[config.mk]
export PLATFORM = sky130hd
export DESIGN_NAME = icache_refill_ctrl
export DESIGN_NICKNAME = d
export VERILOG_FILES = /design/src/rtl/icache_refill_ctrl.sv
export SDC_FILE = /design/constraint.sdc
export NUM_CORES = 1
export LEC_CHECK = 0
export CORE_AREA = 2 2 151 153
export CTS_CLUSTER_DIAMETER = 150
export DETAILED_ROUTE_END_ITERATION = 8
export DIE_AREA = 0 0 153 155
export RECOVER_POWER = 100
export SYNTH_ARGS = -nofsm -noshare
export SYNTH_HDL_FRONTEND = slang
export SYNTH_SLANG_ARGS = --single-unit
export TNS_END_PERCENT = 20
[constraint.sdc]
create_clock -name clk -period 1.8 [get_ports clk]
set_input_delay 0.36 -clock clk [delete_from_list [all_inputs] [get_ports clk]]
set_output_delay 0.36 -clock clk [all_outputs]
set_load 0.05 [all_outputs]
[src/rtl/icache_refill_ctrl.sv]
`default_nettype none
// ============================================================================
// Module   : icache_refill_ctrl
// Purpose  : I-cache miss handler; refills a 32-byte line over an AXI4 INCR
//            burst, forwards the critical word and stalls fetch until done.
// Revision : 1.0 - initial release
// ============================================================================
module icache_refill_ctrl #(
    parameter logic [3:0] ARID       = 4'd0,
    parameter int         LINE_WORDS = 8
) (
    input  logic        clk,
    input  logic        resetn,
    input  logic        cpu_req,
    input  logic [31:0] cpu_addr,
    output logic        stall,
    output logic        inst_valid,
    output logic [31:0] inst_data,
    output logic [31:0] cache_addr,
    input  logic        tag_hit,
    input  logic        tag_valid,
    input  logic        tag_work,
    input  logic [31:0] data_rdata,
    output logic [3:0]  tag_wen,
    output logic [20:0] tag_wdata,
    output logic [7:0]  data_wen,
    output logic [31:0] data_wdata,
    output logic [3:0]  arid,
    output logic [31:0] araddr,
    output logic [7:0]  arlen,
    output logic [2:0]  arsize,
    output logic [1:0]  arburst,
    output logic        arvalid,
    input  logic        arready,
    input  logic [31:0] rdata,
    input  logic        rvalid,
    input  logic        rlast,
    output logic        rready,
    output logic        bus_err
);

    localparam logic [7:0] c_arlen = 8'(LINE_WORDS - 1);
    localparam logic [2:0] c_last  = 3'(LINE_WORDS - 1);

    typedef enum logic [2:0] {
        S_INIT   = 3'd0,
        S_IDLE   = 3'd1,
        S_LOOKUP = 3'd2,
        S_AR     = 3'd3,
        S_REFILL = 3'd4,
        S_WTAG   = 3'd5,
        S_RESUME = 3'd6
    } state_t;

    state_t      state_q, state_d;
    logic [31:0] miss_addr_q, miss_addr_d;
    logic [2:0]  beat_cnt_q, beat_cnt_d;
    logic [31:0] crit_q, crit_d;
    logic        bus_err_q, bus_err_d;

    logic w_hit_out;
    logic w_beat;
    logic w_last;

    // A LOOKUP hit is only honoured while the tag array is live.
    assign w_hit_out = (state_q == S_LOOKUP) && tag_hit && tag_valid && tag_work;
    assign w_beat    = (state_q == S_REFILL) && rvalid;
    assign w_last    = (beat_cnt_q == c_last);

    always_comb begin
        state_d     = state_q;
        miss_addr_d = miss_addr_q;
        beat_cnt_d  = beat_cnt_q;
        crit_d      = crit_q;
        bus_err_d   = bus_err_q;
        case (state_q)
            S_INIT: begin
                if (tag_work) state_d = S_IDLE;
            end
            S_IDLE: begin
                if (!tag_work) begin
                    state_d = S_INIT;
                end else if (cpu_req) begin
                    state_d     = S_LOOKUP;
                    miss_addr_d = cpu_addr;
                end
            end
            S_LOOKUP: begin
                if (!tag_work) begin
                    state_d = S_INIT;
                end else if (tag_hit && tag_valid) begin
                    if (cpu_req) miss_addr_d = cpu_addr;
                    else         state_d     = S_IDLE;
                end else begin
                    state_d = S_AR;
                end
            end
            S_AR: begin
                if (arready) begin
                    state_d    = S_REFILL;
                    beat_cnt_d = 3'd0;
                end
            end
            S_REFILL: begin
                if (rvalid) begin
                    beat_cnt_d = beat_cnt_q + 3'd1;
                    if (beat_cnt_q == miss_addr_q[4:2]) crit_d = rdata;
                    // The beat count, not rlast, decides when the line is complete.
                    if (rlast != w_last) bus_err_d = 1'b1;
                    if (w_last) state_d = S_WTAG;
                end
            end
            S_WTAG:   state_d = S_RESUME;
            S_RESUME: state_d = S_IDLE;
            default:  state_d = S_INIT;
        endcase
    end

    always_ff @(posedge clk or negedge resetn) begin
        if (!resetn) begin
            state_q     <= S_INIT;
            miss_addr_q <= 32'd0;
            beat_cnt_q  <= 3'd0;
            crit_q      <= 32'd0;
            bus_err_q   <= 1'b0;
        end else begin
            state_q     <= state_d;
            miss_addr_q <= miss_addr_d;
            beat_cnt_q  <= beat_cnt_d;
            crit_q      <= crit_d;
            bus_err_q   <= bus_err_d;
        end
    end

    always_comb begin
        stall      = !((state_q == S_IDLE) || (state_q == S_RESUME) || w_hit_out);
        inst_valid = (state_q == S_RESUME) || w_hit_out;
        inst_data  = 32'd0;
        if (state_q == S_RESUME) inst_data = crit_q;
        else if (w_hit_out)      inst_data = data_rdata;

        // Hits present the next fetch address so the tag array can pipeline.
        case (state_q)
            S_INIT, S_IDLE, S_RESUME: cache_addr = cpu_addr;
            S_LOOKUP:                 cache_addr = w_hit_out ? cpu_addr : miss_addr_q;
            default:                  cache_addr = miss_addr_q;
        endcase
    end

    assign tag_wen    = (state_q == S_WTAG) ? 4'b1111 : 4'b0000;
    assign tag_wdata  = (state_q == S_WTAG) ? {1'b1, miss_addr_q[31:12]} : 21'd0;
    assign data_wen   = w_beat ? (8'b1 << beat_cnt_q) : 8'd0;
    assign data_wdata = w_beat ? rdata : 32'd0;

    assign arid    = ARID;
    assign araddr  = {miss_addr_q[31:5], 5'b0};
    assign arlen   = c_arlen;
    assign arsize  = 3'd2;
    assign arburst = 2'b01;
    assign arvalid = (state_q == S_AR);
    assign rready  = (state_q == S_REFILL);
    assign bus_err = bus_err_q;

endmodule
`default_nettype wire

# After elaboration in Yosys (flattened, before gate mapping)
# Cells that the tools add are included.
word_totals:
  output_inout_bits: 183
  inputBits: 105
  ff_bits: 71
  word_cells: 69
op_classes:
  n_addsub: 1
  muxes: 26
  eq_ne: 18
  n_shift: 1
  reduce_logical: 18
ops:
  columns: ["cell", "n"]
  rows:
  - ["32-bit two-way mux", 8]
  - ["32-bit one-hot mux with 2 select lines", 2]
  - ["3-bit two-way mux", 11]
  - ["21-bit two-way mux", 1]
  - ["3-bit one-hot mux with 7 select lines", 1]
  - ["3-bit == test, second input constant", 4]
  - ["3-bit AND reduction", 3]
  - ["8-bit two-way mux", 1]
  - ["2-bit != test, second input constant", 4]
  - ["1-bit by 3-bit << shifter with 8-bit output, first input constant", 1]
  - ["3-bit by 2-bit == test with 1-bit output, second input constant", 2]
  - ["2-bit by 1-bit != test with 1-bit output, second input constant", 3]
  - ["3-bit one-hot mux with 2 select lines", 1]
  - ["6-bit AND reduction", 1]
  - ["1-bit logical AND", 5]
  - ["4-bit two-way mux", 1]
  - ["4-bit != test, second input constant", 1]
  - ["4-bit AND reduction", 1]
  - ["2-bit nonzero test", 2]
  - ["3-bit by 1-bit adder with 3-bit output, second input constant", 1]
  - ["3-bit by 1-bit == test with 1-bit output, second input constant", 1]
  - ["3-bit == test", 1]
  - ["3-bit zero test", 1]
  - ["1-bit logical OR", 3]
  - ["4 further kinds", 4]

# Longest topological paths before layout
# Gate-level depths: netlist (run 1).
logic_depth:
  depth_word: 6
  ltp_mapped: 7
  ltp_nobuf: 5

# Least setup slack after synthesis (run 1)
# No wires, ideal clock.
synth_timing:
  path_kind: "register -> output"
  startpoint: "register state_q[2]"
  endpoint: "output port rready"
  arrival_ns: 2.184
  path_buffers: 3
  t_required_ns: 1.440
  stages_incl_launch_ff: 5
  slack_ns: -0.744
  path_cell_list: "dfrtp_1 > clkbuf_1 > buf_2 > buf_2 > nor3b_1"
synth_between:
  elab_chain_len: 1
synth_lines:
  columns: ["item", "line_no", "rtl"]
  rows:
  - ["start, declared", "55", "state_t state_q, state_d;"]
  - ["start signal, assigned", "127", "state_q <= state_d;"]
  - ["3-bit == test", "161", "assign rready = (state_q == S_REFILL);"]
  - ["end, declared", "38", "output logic rready,"]
# Every way passes these cells.

# Worst setup path after layout (run 1)
layout_timing:
  startpoint: "register state_q[1]"
  endpoint: "output port cache_addr[10]"
layout_between:
  elab_chain_len: 6
  elab_cells_between_ends: 10
  cone_classes: "3 x eq/ne; 2 x mux; 5 x reduce/logical"
layout_lines:
  columns: ["item", "line_no", "rtl"]
  rows:
  - ["3-bit by 2-bit == test with 1-bit output", "66, 143", null]
  - ["1-bit logical AND (3 in series)", "66", "assign w_hit_out = (state_q == S_LOOKUP) && tag_hit && tag_valid && tag_work;"]
  - ["32-bit two-way mux", "145", "S_LOOKUP: cache_addr = w_hit_out ? cpu_addr : miss_addr_q;"]
  - ["32-bit one-hot mux with 2 select lines *", "143", "case (state_q)"]
  - ["end, declared", "19", "output logic [31:0] cache_addr,"]
# Every way passes the cells marked *; elsewhere a longest branch is shown, timed or not.

==> results.py, run 1 <==
metrics = {
    "placed_design": {
        "gp_congestion": 0.763,
        "portBuffers": 265,
        "placed_cells": 1024,
        "dp_hpwl_microns": 14600,
        "place_area_sq_um": 9130,
    },
    "route": {
        "vias": 4960,
        "drt-initial-drc-count": 163,
        "dr.pass1.iters": 4,
        "drc_errors": 0,
        "detail-route-antenna-nets": 0,
        "drt-vias-per-instance": 4.71,
        "wl_per_cell_microns": 19.4,
        "wirelength_microns": 20400,
    },
    "clocking": {
        "clk_latency_ps": 340,
        "cts_htree_levels": 3,
        "clock-sinks": 71,
        "cts.path.max_buffers": 2,
        "cts_buffers": 9,
        "clk_pin_slew_ps": 60,
        "clock-root-buffer": "clkbuf_16",
        "cts_tree": "done",
    },
    "min_path": {
        "hp-class": "register to register",
        "hp-start": "bus_err",
        "hold-path-endpoint": "bus_err",
        "worstHoldPathCells": 1,
    },
    "floorplanning": {
        "core_sq_um": 22200,
        "fp.dieH_microns": 155,
        "die-area_sq_um": 23700,
        "num_rows": 55,
        "initial_core_util_pct": 24.6,
        "io_pins": 288,
        "chipWidth_microns": 153,
    },
    "setup_path": {
        "crit-reg2reg-launch": "state_q[0]",
        "cp_data_arrival_time_ps": 1910,
        "cp.required_ps": 1440,
        "startpoint_type": "register",
        "critPathKind": "register to output port",
        "rr_worst_depth": 5,
        "crit_fanout": 13,
        "worstReg2RegEnd": "miss_addr_q[13]",
        "r2r_slack_ps": -170,
        "crit_path_end_kind": "output port",
        "critPathLaunch": "state_q[1]",
    },
    "synth": {
        "yosysMostFrequentCell": "dfrtp_1",
        "synth-main-ff-cell": "dfrtp_1",
        "synth_seq_cells": 71,
        "synthCells": 516,
        "syn_avg_cell_area_sq_um": 10.6,
        "synth_top_area_share_pct": 32.5,
        "synth_area_sq_um": 5460,
        "synth_top_cell_by_area": "dfrtp_1",
        "synthTopCellsByCount": "71 x dfrtp_1, 67 x a22o_1, 60 x mux2_4",
        "synth_edf_count": 0,
        "synthDistinctLibCells": 40,
        "synthTopCellsByArea": "dfrtp_1 33%, mux2_4 16%, a22o_1 11%",
        "ys_warn_count": 0,
        "ys_seq_area_share_pct": 32.5,
        "synthArstFlopShare_pct": 100,
    },
    "power_and_ir_drop": {
        "p_per_area_nw_per_um2": 1690,
        "clkPwrFrac_pct": 11.0,
        "vdd_ir_drop_max_mv": 1.29,
        "seqPwrFrac_pct": 17.0,
        "p_sw_mw": 8.27,
        "power_mw": 17.0,
        "p_comb_share_pct": 71.9,
        "swShare_pct": 48.7,
        "internal_power_mw": 8.73,
        "p_leak_nw": 4.45,
    },
    "timing": {
        "relSlewSlack_pct": 53.3,
        "final_hold_viol_count": 0,
        "setup_violations": 196,
        "finalCriticalPeriod_ps": 2270,
        "finalWorstSetupSlack_ps": -468,
        "worstMarginPinSlew_ps": 701,
        "finClkSkew_ps": 7.29,
        "fmax_ghz": 0.441,
        "hold_slack_ps": 469,
        "finalCritPeriodShare_pct": 126,
        "maxSlewViolCount": 0,
        "rsz0062_at_grt": "yes",
    },
    "layout": {
        "regArea_sq_um": 1780,
        "n_antenna_cell": 0,
        "fill_cells": 2036,
        "instances_no_fill": 1053,
        "final_area_sq_um": 10100,
        "area.growth.synth_to_final_pct": 84.1,
        "drive_gt1_share_pct": 53.6,
        "multi_input_area_sq_um": 3480,
        "nets": 874,
    },
    "grt": {
        "antenna_found_initial": 1,
        "grt_usage_pct": 15.8,
        "grt_first_pass_wirelength_microns": 29200,
        "grt_max_degree": 44,
        "grt_pass1_vias": 5021,
        "grt_overflow_total": 0,
    },
    "run": {
        "max-cap-violations": 0,
    },
    "outcome": {
        "violations": "setup timing",
        "status": "finished, violations left",
    },
}
## routing by layer
layer,vias up,global-route usage [%],share of wire [%]
met1,2424,20.2,44
met5,-,0,0.064
met4,2,3.79,0.88
met3,13,3.93,6.3
li1,2305,-,-
met2,216,26.9,49
## power by group through the flow
stage | sequential [mW] | clock [mW] | combinational (mW)
2_1_floorplan | 2.69 | 0 | 8.16
3_3_place_gp | 2.91 | 0 | 11.5
3_5_place_dp | 2.90 | 0 | 11.6
4_1_cts | 2.90 | 1.93 | 12.2
5_1_grt | 3.00 | 1.99 | 12.8
6_report | 2.90 | 1.87 | 12.2
## stage by stage
stage / worst slack [ps] / setup TNS [ps] / utilization (%)
global placement: -623 / -71780 / 41.1
CTS: -488 / -62630 / 43.6
detailed placement: -651 / -74450 / 41.1
floorplan: -130 / -8100 / -
global route: -523 / -70030 / 45.2
finish: -468 / -56590 / 45.2
## layout by cell type (no fill, tap or decap), types with 13 or more instances in the layout
cell / netlist / layout
a22o_1: 67 / 36
a21oi_1: 35 / 34
clkbuf_16: 0 / 14
dfrtp_1: 71 / 69
and2_4: 0 / 39
clkdlybuf4s50_1: 0 / 100
mux2_4: 60 / 60
buf_6: 9 / 31
clkbuf_2: 0 / 13
conb_1: 2 / 22
buf_12: 0 / 101
nand2b_1: 36 / 35
a22o_2: 0 / 16
a22o_4: 0 / 15
clkbuf_1: 28 / 15
a221o_2: 0 / 30
buf_4: 53 / 36
## repair_timing
item,in CTS,in global routing
gates cloned,1,6
hold buffers,1,0
hold endpoints to repair,22,0
setup endpoints to repair,196,199
pin swaps,5,22
resized for setup,62,73
buffers inserted,0,5
## state kept, by name, summed over array words and instances, names as in the netlist
signal	count
miss_addr_q	32
beat_cnt_q	3
bus_err	1
state_q	3
crit_q	32
## cell families (layout without fill, tap and decap cells)
kind of cell	count (synthesis)	count (layout)	share of synthesized area (%)
buffers and inverters	108	340	12.6
and+or+nand+nor	117	117	13.9
adders and majority gates	6	6	1.37
AOI/OAI and AO/OA	143	143	21.3
xor gates and xnor gates	4	4	0.642
DFF	71	71	32.5
other	2	22	0.138
muxes	65	65	17.5
## worst max path at each step
stage,slack (ps),cells past startpoint,to
finish,-470,5,cache_addr[10]
global route,-520,5,cache_addr[10]
CTS,-490,5,cache_addr[10]
detailed placement,-650,6,cache_addr[21]
global placement,-620,6,cache_addr[14]
floorplan,-130,5,cache_addr[0]
## critical path, stage by stage, from the launching register on
cell     delay [ps]
dfrtp_2         430
and2b_4         230
buf_12          160
a22o_1          210
a221o_2         370
buf_12          160
## cell type report
class / count / area share (%)
clock buffer: 10 / 2.38
clock inverter: 6 / 0.685
inverter: 6 / 0.224
multi-input combinational: 357 / 34.6
sequential: 71 / 17.7
tap: 285 / 3.55
timing repair buffer: 318 / 40.8
Note: power is estimated with default switching activity, not from simulation.
==> run 2: changes to the inputs <==
--- a/config.mk
+++ b/config.mk
@@ -5,12 +5,12 @@
 export SDC_FILE = /design/constraint.sdc
 export NUM_CORES = 1
 export LEC_CHECK = 0
-export CORE_AREA = 2 2 151 153
+export ABC_AREA = 1
+export CORE_AREA = 2 2 141 143
 export CTS_CLUSTER_DIAMETER = 150
 export DETAILED_ROUTE_END_ITERATION = 8
-export DIE_AREA = 0 0 153 155
+export DIE_AREA = 0 0 143 145
 export RECOVER_POWER = 100
 export SYNTH_ARGS = -nofsm -noshare
 export SYNTH_HDL_FRONTEND = slang
 export SYNTH_SLANG_ARGS = --single-unit
-export TNS_END_PERCENT = 20
==> run 2 against run 1 <==
Compared with the run above: the run still ends with setup timing left; utilization rose by 15 points; combinational power rose by 27%; final cell count increased by 20%; clock power shrank 5%; first-iteration DRC count up 3.1%; synthesized cell count increased by 37%; setup slack improved by 13 ps; critical path depth increased by 5; sequential cell count unchanged; critical path type unchanged; critical endpoint is now cache_addr[14]; largest cell class unchanged; largest power group unchanged.
==> results.py, run 2 <==
metrics = {
    "synth": {
        "synth_edf_count": 0,
        "syn_avg_cell_area_sq_um": 6.71,
        "synthCells": 705,
        "yosysMostFrequentCell": "nand2_1",
        "synth_top_area_share_pct": 37.5,
        "synthArstFlopShare_pct": 100,
        "synth-main-ff-cell": "dfrtp_1",
        "synthDistinctLibCells": 25,
        "synthTopCellsByCount": "202 x nand2_1, 104 x inv_1, 71 x dfrtp_1",
        "ys_warn_count": 0,
        "synth_top_cell_by_area": "dfrtp_1",
        "ys_seq_area_share_pct": 37.5,
        "synth_area_sq_um": 4730,
        "synth_seq_cells": 71,
        "synthTopCellsByArea": "dfrtp_1 38%, nand2_1 16%, buf_4 9.5%",
    },
    "timing": {
        "rsz0062_at_grt": "yes",
        "fmax_ghz": 0.444,
        "finalCriticalPeriod_ps": 2250,
        "setup_violations": 132,
        "finalCritPeriodShare_pct": 125,
        "finalWorstSetupSlack_ps": -455,
        "final_hold_viol_count": 0,
        "relSlewSlack_pct": 50.5,
        "maxSlewViolCount": 0,
        "worstMarginPinSlew_ps": 742,
        "finClkSkew_ps": 7.47,
    },
    "run": {
        "max-cap-violations": 0,
    },
    "outcome": {
        "status": "finished, violations left",
        "violations": "setup timing",
    },
    "route": {
        "drt-initial-drc-count": 168,
        "drc_errors": 0,
        "detail-route-antenna-nets": 0,
        "vias": 5407,
        "wl_per_cell_microns": 16.1,
        "wirelength_microns": 20300,
        "dr.pass1.iters": 4,
        "drt-vias-per-instance": 4.29,
    },
    "power_and_ir_drop": {
        "vdd_ir_drop_max_mv": 1.37,
        "swShare_pct": 51.1,
        "seqPwrFrac_pct": 14.7,
        "p_comb_share_pct": 76.6,
        "internal_power_mw": 9.88,
        "p_sw_mw": 10.3,
        "clkPwrFrac_pct": 8.8,
        "p_leak_nw": 5.16,
        "p_per_area_nw_per_um2": 1740,
    },
    "placed_design": {
        "portBuffers": 265,
        "placed_cells": 1213,
        "dp_hpwl_microns": 14400,
        "place_area_sq_um": 10400,
        "gp_congestion": 0.786,
    },
    "layout": {
        "layout.cells.most_common": "buf_12",
        "fill_cells": 1564,
        "instances_no_fill": 1260,
        "final_cell_mix": "145 x buf_12, 133 x nand2_1, 103 x clkdlybuf4s50_1, 99 x inv_1, 70 x dfrtp_1",
        "final_area_sq_um": 11600,
        "drive_gt1_share_pct": 45.1,
        "nets": 1102,
        "top_regs": "crit_q (32), miss_addr_q (32)",
        "area.growth.synth_to_final_pct": 145,
        "n_antenna_cell": 0,
    },
    "floorplanning": {
        "die-area_sq_um": 20700,
        "core_sq_um": 19200,
        "num_rows": 51,
        "fp.dieH_microns": 145,
        "io_pins": 288,
        "initial_core_util_pct": 24.6,
        "chipWidth_microns": 143,
    },
    "grt": {
        "grt_pass1_vias": 5549,
        "grt_usage_pct": 19.5,
        "grt_max_degree": 47,
        "grt_first_pass_wirelength_microns": 31600,
        "grt_overflow_total": 0,
        "antenna_found_initial": 0,
    },
    "setup_path": {
        "crit_path_end_kind": "output port",
        "crit_fanout": 6,
        "cp.required_ps": 1440,
        "startpoint_type": "register",
        "cp_data_arrival_time_ps": 1890,
        "critPathKind": "register to output port",
    },
    "clocking": {
        "clk_pin_slew_ps": 60,
        "cts_buffers": 9,
        "cts_tree": "done",
        "clock-root-buffer": "clkbuf_16",
        "cts_htree_levels": 3,
        "clock-sinks": 71,
        "cts.path.max_buffers": 2,
        "clk_latency_ps": 340,
    },
    "min_path": {
        "hp-class": "register to register",
    },
}
[run 2: repair_timing]
action,in CTS,in global routing
buffers inserted,15,8
endpoints found under the hold margin,24,0
gates resized for setup,111,16
hold buffers,1,0
gates cloned,7,5
setup endpoints to repair,133,141
pin swaps,24,5
[run 2: logic make-up (layout without fill, tap and decap cells)]
group,count (synthesis),after routing,share of synthesized area (%)
xor gates and xnor gates,2,2,0.370
other,2,22,0.159
buffers and inverters,196,466,21.3
and+or+nand+nor,335,335,29.1
DFF,71,71,37.5
AOI/OAI and AO/OA,93,93,9.94
adders and majority gates,6,6,1.59
[run 2: routing by layer]
metal / global-route usage [%] / up-vias / share of wire [%]
li1: - / 2673 / -
met1: 25.0 / 2554 / 42
met2: 33.1 / 151 / 52
met3: 3.23 / 29 / 4.2
met4: 6.49 / 0 / 2.4
met5: 0 / - / 0
[run 2: final cells by class]
type / instances / area (sq um) / share of cell area [%]
repair buffers: 344 / 4880 / 42.1
multi-input cells: 458 / 3920 / 33.8
flip-flops and latches: 71 / 1780 / 15.3
inverters: 107 / 412 / 3.55
well taps: 265 / 332 / 2.86
clock buffers: 11 / 233 / 2.01
clock inverters: 4 / 47.5 / 0.410
[run 2: per-stage QoR]
step                hold slack (ps)  util (%)  setup slack [ps]  power [mW]  TNS [ps]
finish                          471      60.4              -455        20.2    -47930
detailed placement              322      54.0              -493        16.5    -33140
global placement                311      54.0              -483        16.4    -30630
global route                    517      60.4              -528        21.1    -57220
CTS                             482      59.9              -479        20.2    -49630
floorplan                      64.4         -              -250        11.6    -13140
[run 2: power by group through the flow]
stage	Sequential, mW	Combinational [mW]	Clock, mW
after global placement	2.94	13.5	0
after CTS	2.96	15.4	1.81
after detailed placement	2.95	13.6	0
final	2.96	15.5	1.77
after floorplan	2.84	8.81	0
after global routing	3.05	16.2	1.89
[run 2: worst paths after layout]
kind / from / end / slack, ps / cells after the start
max: state_q[1] / cache_addr[14] / -450 / 10
max in group asynchronous: resetn / miss_addr_q[21] / 180 / 3
min in group asynchronous: resetn / crit_q[8] / 630 / 2
max reg2reg: state_q[1] / miss_addr_q[17] / 40 / 11
min: bus_err / bus_err / 470 / 1
min reg2reg: bus_err / bus_err / 470 / 1
[run 2: critical path: stages (launching register included)]
cell	delay (ps)
dfrtp_1	400
buf_6	140
buf_4	140
nand3_4	130
nand2_8	70
nor2_4	100
buf_12	160
clkbuf_16	170
nand2_4	60
nand2_8	60
buf_12	130
==> run 3: changes to the inputs <==
--- a/config.mk
+++ b/config.mk
@@ -6,10 +6,10 @@
 export NUM_CORES = 1
 export LEC_CHECK = 0
 export ABC_AREA = 1
-export CORE_AREA = 2 2 141 143
+export CORE_AREA = 5 5 144 146
 export CTS_CLUSTER_DIAMETER = 150
 export DETAILED_ROUTE_END_ITERATION = 8
-export DIE_AREA = 0 0 143 145
+export DIE_AREA = 0 0 149 151
 export RECOVER_POWER = 100
 export SYNTH_ARGS = -nofsm -noshare
 export SYNTH_HDL_FRONTEND = slang
==> run 3 against run 2 <==
Compared with the run above: the flow still finishes with violations (setup timing); register-to-register slack worse by 20 ps; wire length is 6.0% higher; first-iteration DRC count is 18% lower; sequential share of layout area is 0.25 points lower; non-clock buffer count is 3 higher; critical path depth is 1 higher; largest cell class unchanged; largest power group unchanged.
==> results.py, run 3 (synthesis results as in run 2) <==
metrics = {
    "layout": {
        "final_cell_mix": "147 x buf_12, 118 x nand2_1, 103 x clkdlybuf4s50_1, 98 x inv_1, 68 x dfrtp_1",
        "drive_gt1_share_pct": 48.6,
        "layout.cells.most_common": "buf_12",
        "area.growth.synth_to_final_pct": 150,
        "nets": 1105,
        "n_antenna_cell": 0,
        "instances_no_fill": 1264,
        "fin_util_pct": 61.3,
        "fill_cells": 1595,
        "top_regs": "crit_q (32), miss_addr_q (32)",
    },
    "route": {
        "detail-route-antenna-nets": 0,
        "dr.pass1.iters": 4,
        "wl_per_cell_microns": 17.0,
        "wirelength_microns": 21500,
        "drt-vias-per-instance": 4.35,
        "drc_errors": 0,
        "vias": 5502,
        "drt-initial-drc-count": 137,
    },
    "clocking": {
        "cts_buffers": 9,
        "clk_pin_slew_ps": 70,
        "cts.path.max_buffers": 2,
        "cts_tree": "done",
        "clock-root-buffer": "clkbuf_16",
        "clock-sinks": 71,
        "clk_latency_ps": 340,
        "cts_htree_levels": 3,
    },
    "setup_path": {
        "critPathKind": "input port to output port",
        "cp_data_arrival_time_ps": 1890,
        "crit_path_end_kind": "output port",
        "crit_fanout": 11,
        "critical_path_buf_inv_count": 5,
        "cp_slowest_cell": "clkdlybuf4s50_1",
        "cp_cell_sequence": "clkdlybuf4s50_1, nand2_1, inv_2, nand3_4, nand2_8, nor2_4, buf_12, buf_12, nand2_2, nand2_4, buf_12",
        "crit_family": "buffers and inverters",
        "cp.required_ps": 1440,
        "startpoint_type": "input port",
        "max_stage_delay_ps": 390,
        "cpMostUsedCell": "buf_12",
    },
    "timing": {
        "finalCriticalPeriod_ps": 2250,
        "rsz0062_at_grt": "yes",
        "maxSlewViolCount": 0,
        "finalWorstSetupSlack_ps": -446,
        "worstMarginPinSlew_ps": 981,
        "final_hold_viol_count": 0,
        "relSlewSlack_pct": 34.6,
        "setup_violations": 133,
        "finalCritPeriodShare_pct": 125,
        "fmax_ghz": 0.445,
        "finClkSkew_ps": 7.09,
    },
    "floorplanning": {
        "fp.dieH_microns": 151,
        "die-area_sq_um": 22500,
        "chipWidth_microns": 149,
        "core_sq_um": 19300,
        "initial_core_util_pct": 24.6,
        "io_pins": 288,
        "num_rows": 51,
    },
    "outcome": {
        "violations": "setup timing",
        "status": "finished, violations left",
    },
    "placed_design": {
        "gp_congestion": 0.804,
        "dp_hpwl_microns": 15600,
        "placed_cells": 1223,
        "dp_slack_ps": -466,
        "portBuffers": 265,
    },
    "grt": {
        "grt_overflow_total": 0,
        "antenna_found_initial": 0,
        "grt_first_pass_wirelength_microns": 31600,
        "grt_usage_pct": 17.9,
        "grt_pass1_vias": 5714,
        "grt_max_degree": 36,
    },
    "run": {
        "max-cap-violations": 0,
    },
    "power_and_ir_drop": {
        "p_leak_nw": 5.13,
        "power_mw": 20.4,
        "p_per_area_nw_per_um2": 1730,
        "vdd_ir_drop_max_mv": 1.12,
    },
    "min_path": {
        "hp-class": "register to register",
    },
}
[run 3: cell types whose count changed in the layout (fill, tap and decap cells not counted), sizes merged]
cell / before / now
clkbuf: 46 / 45
buf: 203 / 207
clkinv: 2 / 3
clkinvlp: 3 / 4
inv: 105 / 106
bufbuf: 2 / 0
[run 3: worst paths after layout]
check / cells past startpoint / start / end / slack, ps
worst max register to register: 9 / state_q[0] / crit_q[29] / 20
worst min register to register: 1 / bus_err / bus_err / 480
max in group asynchronous: 3 / resetn / miss_addr_q[0] / 240
worst min-delay path: 1 / bus_err / bus_err / 480
min in group asynchronous: 2 / resetn / crit_q[8] / 710
worst max-delay path: 11 / tag_valid / cache_addr[25] / -450
[run 3: cell type report]
cell class	instances	area [sq um]	share of cell area [%]
clock buffers	9	225	1.91
clock inverters	7	72.6	0.614
inverters	107	422	3.57
multi-input cells	458	4090	34.6
flip-flops and latches	71	1780	15.1
well taps	265	332	2.81
repair buffers	347	4890	41.4
[run 3: per-stage QoR]
| step | setup TNS (ps) | cell area (sq um) | hold slack, ps |
|---|---|---|---|
| after floorplan | -13140 | 6410 | 64.4 |
| after detailed placement | -30580 | 10500 | 365 |
| final | -47020 | 11800 | 478 |
| after global placement | -30740 | 10500 | 357 |
| after CTS | -48430 | 11400 | 488 |
| after global routing | -58980 | 11800 | 501 |
[run 3: report_power, final]
group          internal (mW)  switching (mW)  leakage [nW]
Sequential              2.28           0.813         0.900
Clock                   1.08           0.778         0.142
Combinational           6.41            9.06          4.09
Total                   9.76            10.6          5.13
[run 3: repair_timing]
| item | CTS | global route |
|---|---|---|
| pin swaps | 32 | 11 |
| gates cloned | 4 | 7 |
| hold endpoints to repair | 6 | 0 |
| buffers inserted | 9 | 7 |
| hold buffers | 1 | 0 |
| resized for setup | 98 | 62 |
| endpoints found under the setup margin | 134 | 136 |
[run 3: worst reg2reg max path, delay by kind of cell (launching register included)]
family / cells / cell delay, ps
buffers and inverters: 4 / 660
AND/OR/NAND/NOR: 4 / 500
flip-flops: 1 / 460
AO/OA/AOI/OAI: 1 / 60
[run 3: metal layers]
metal	global-route usage, %	routed length (microns)	part of all wire [%]	up-vias
met1	21.7	8600	40	2657
met5	0	0	0	-
met4	6.27	484	2.3	0
met2	32.4	11700	54	143
li1	-	-	-	2674
met3	2.54	737	3.4	28
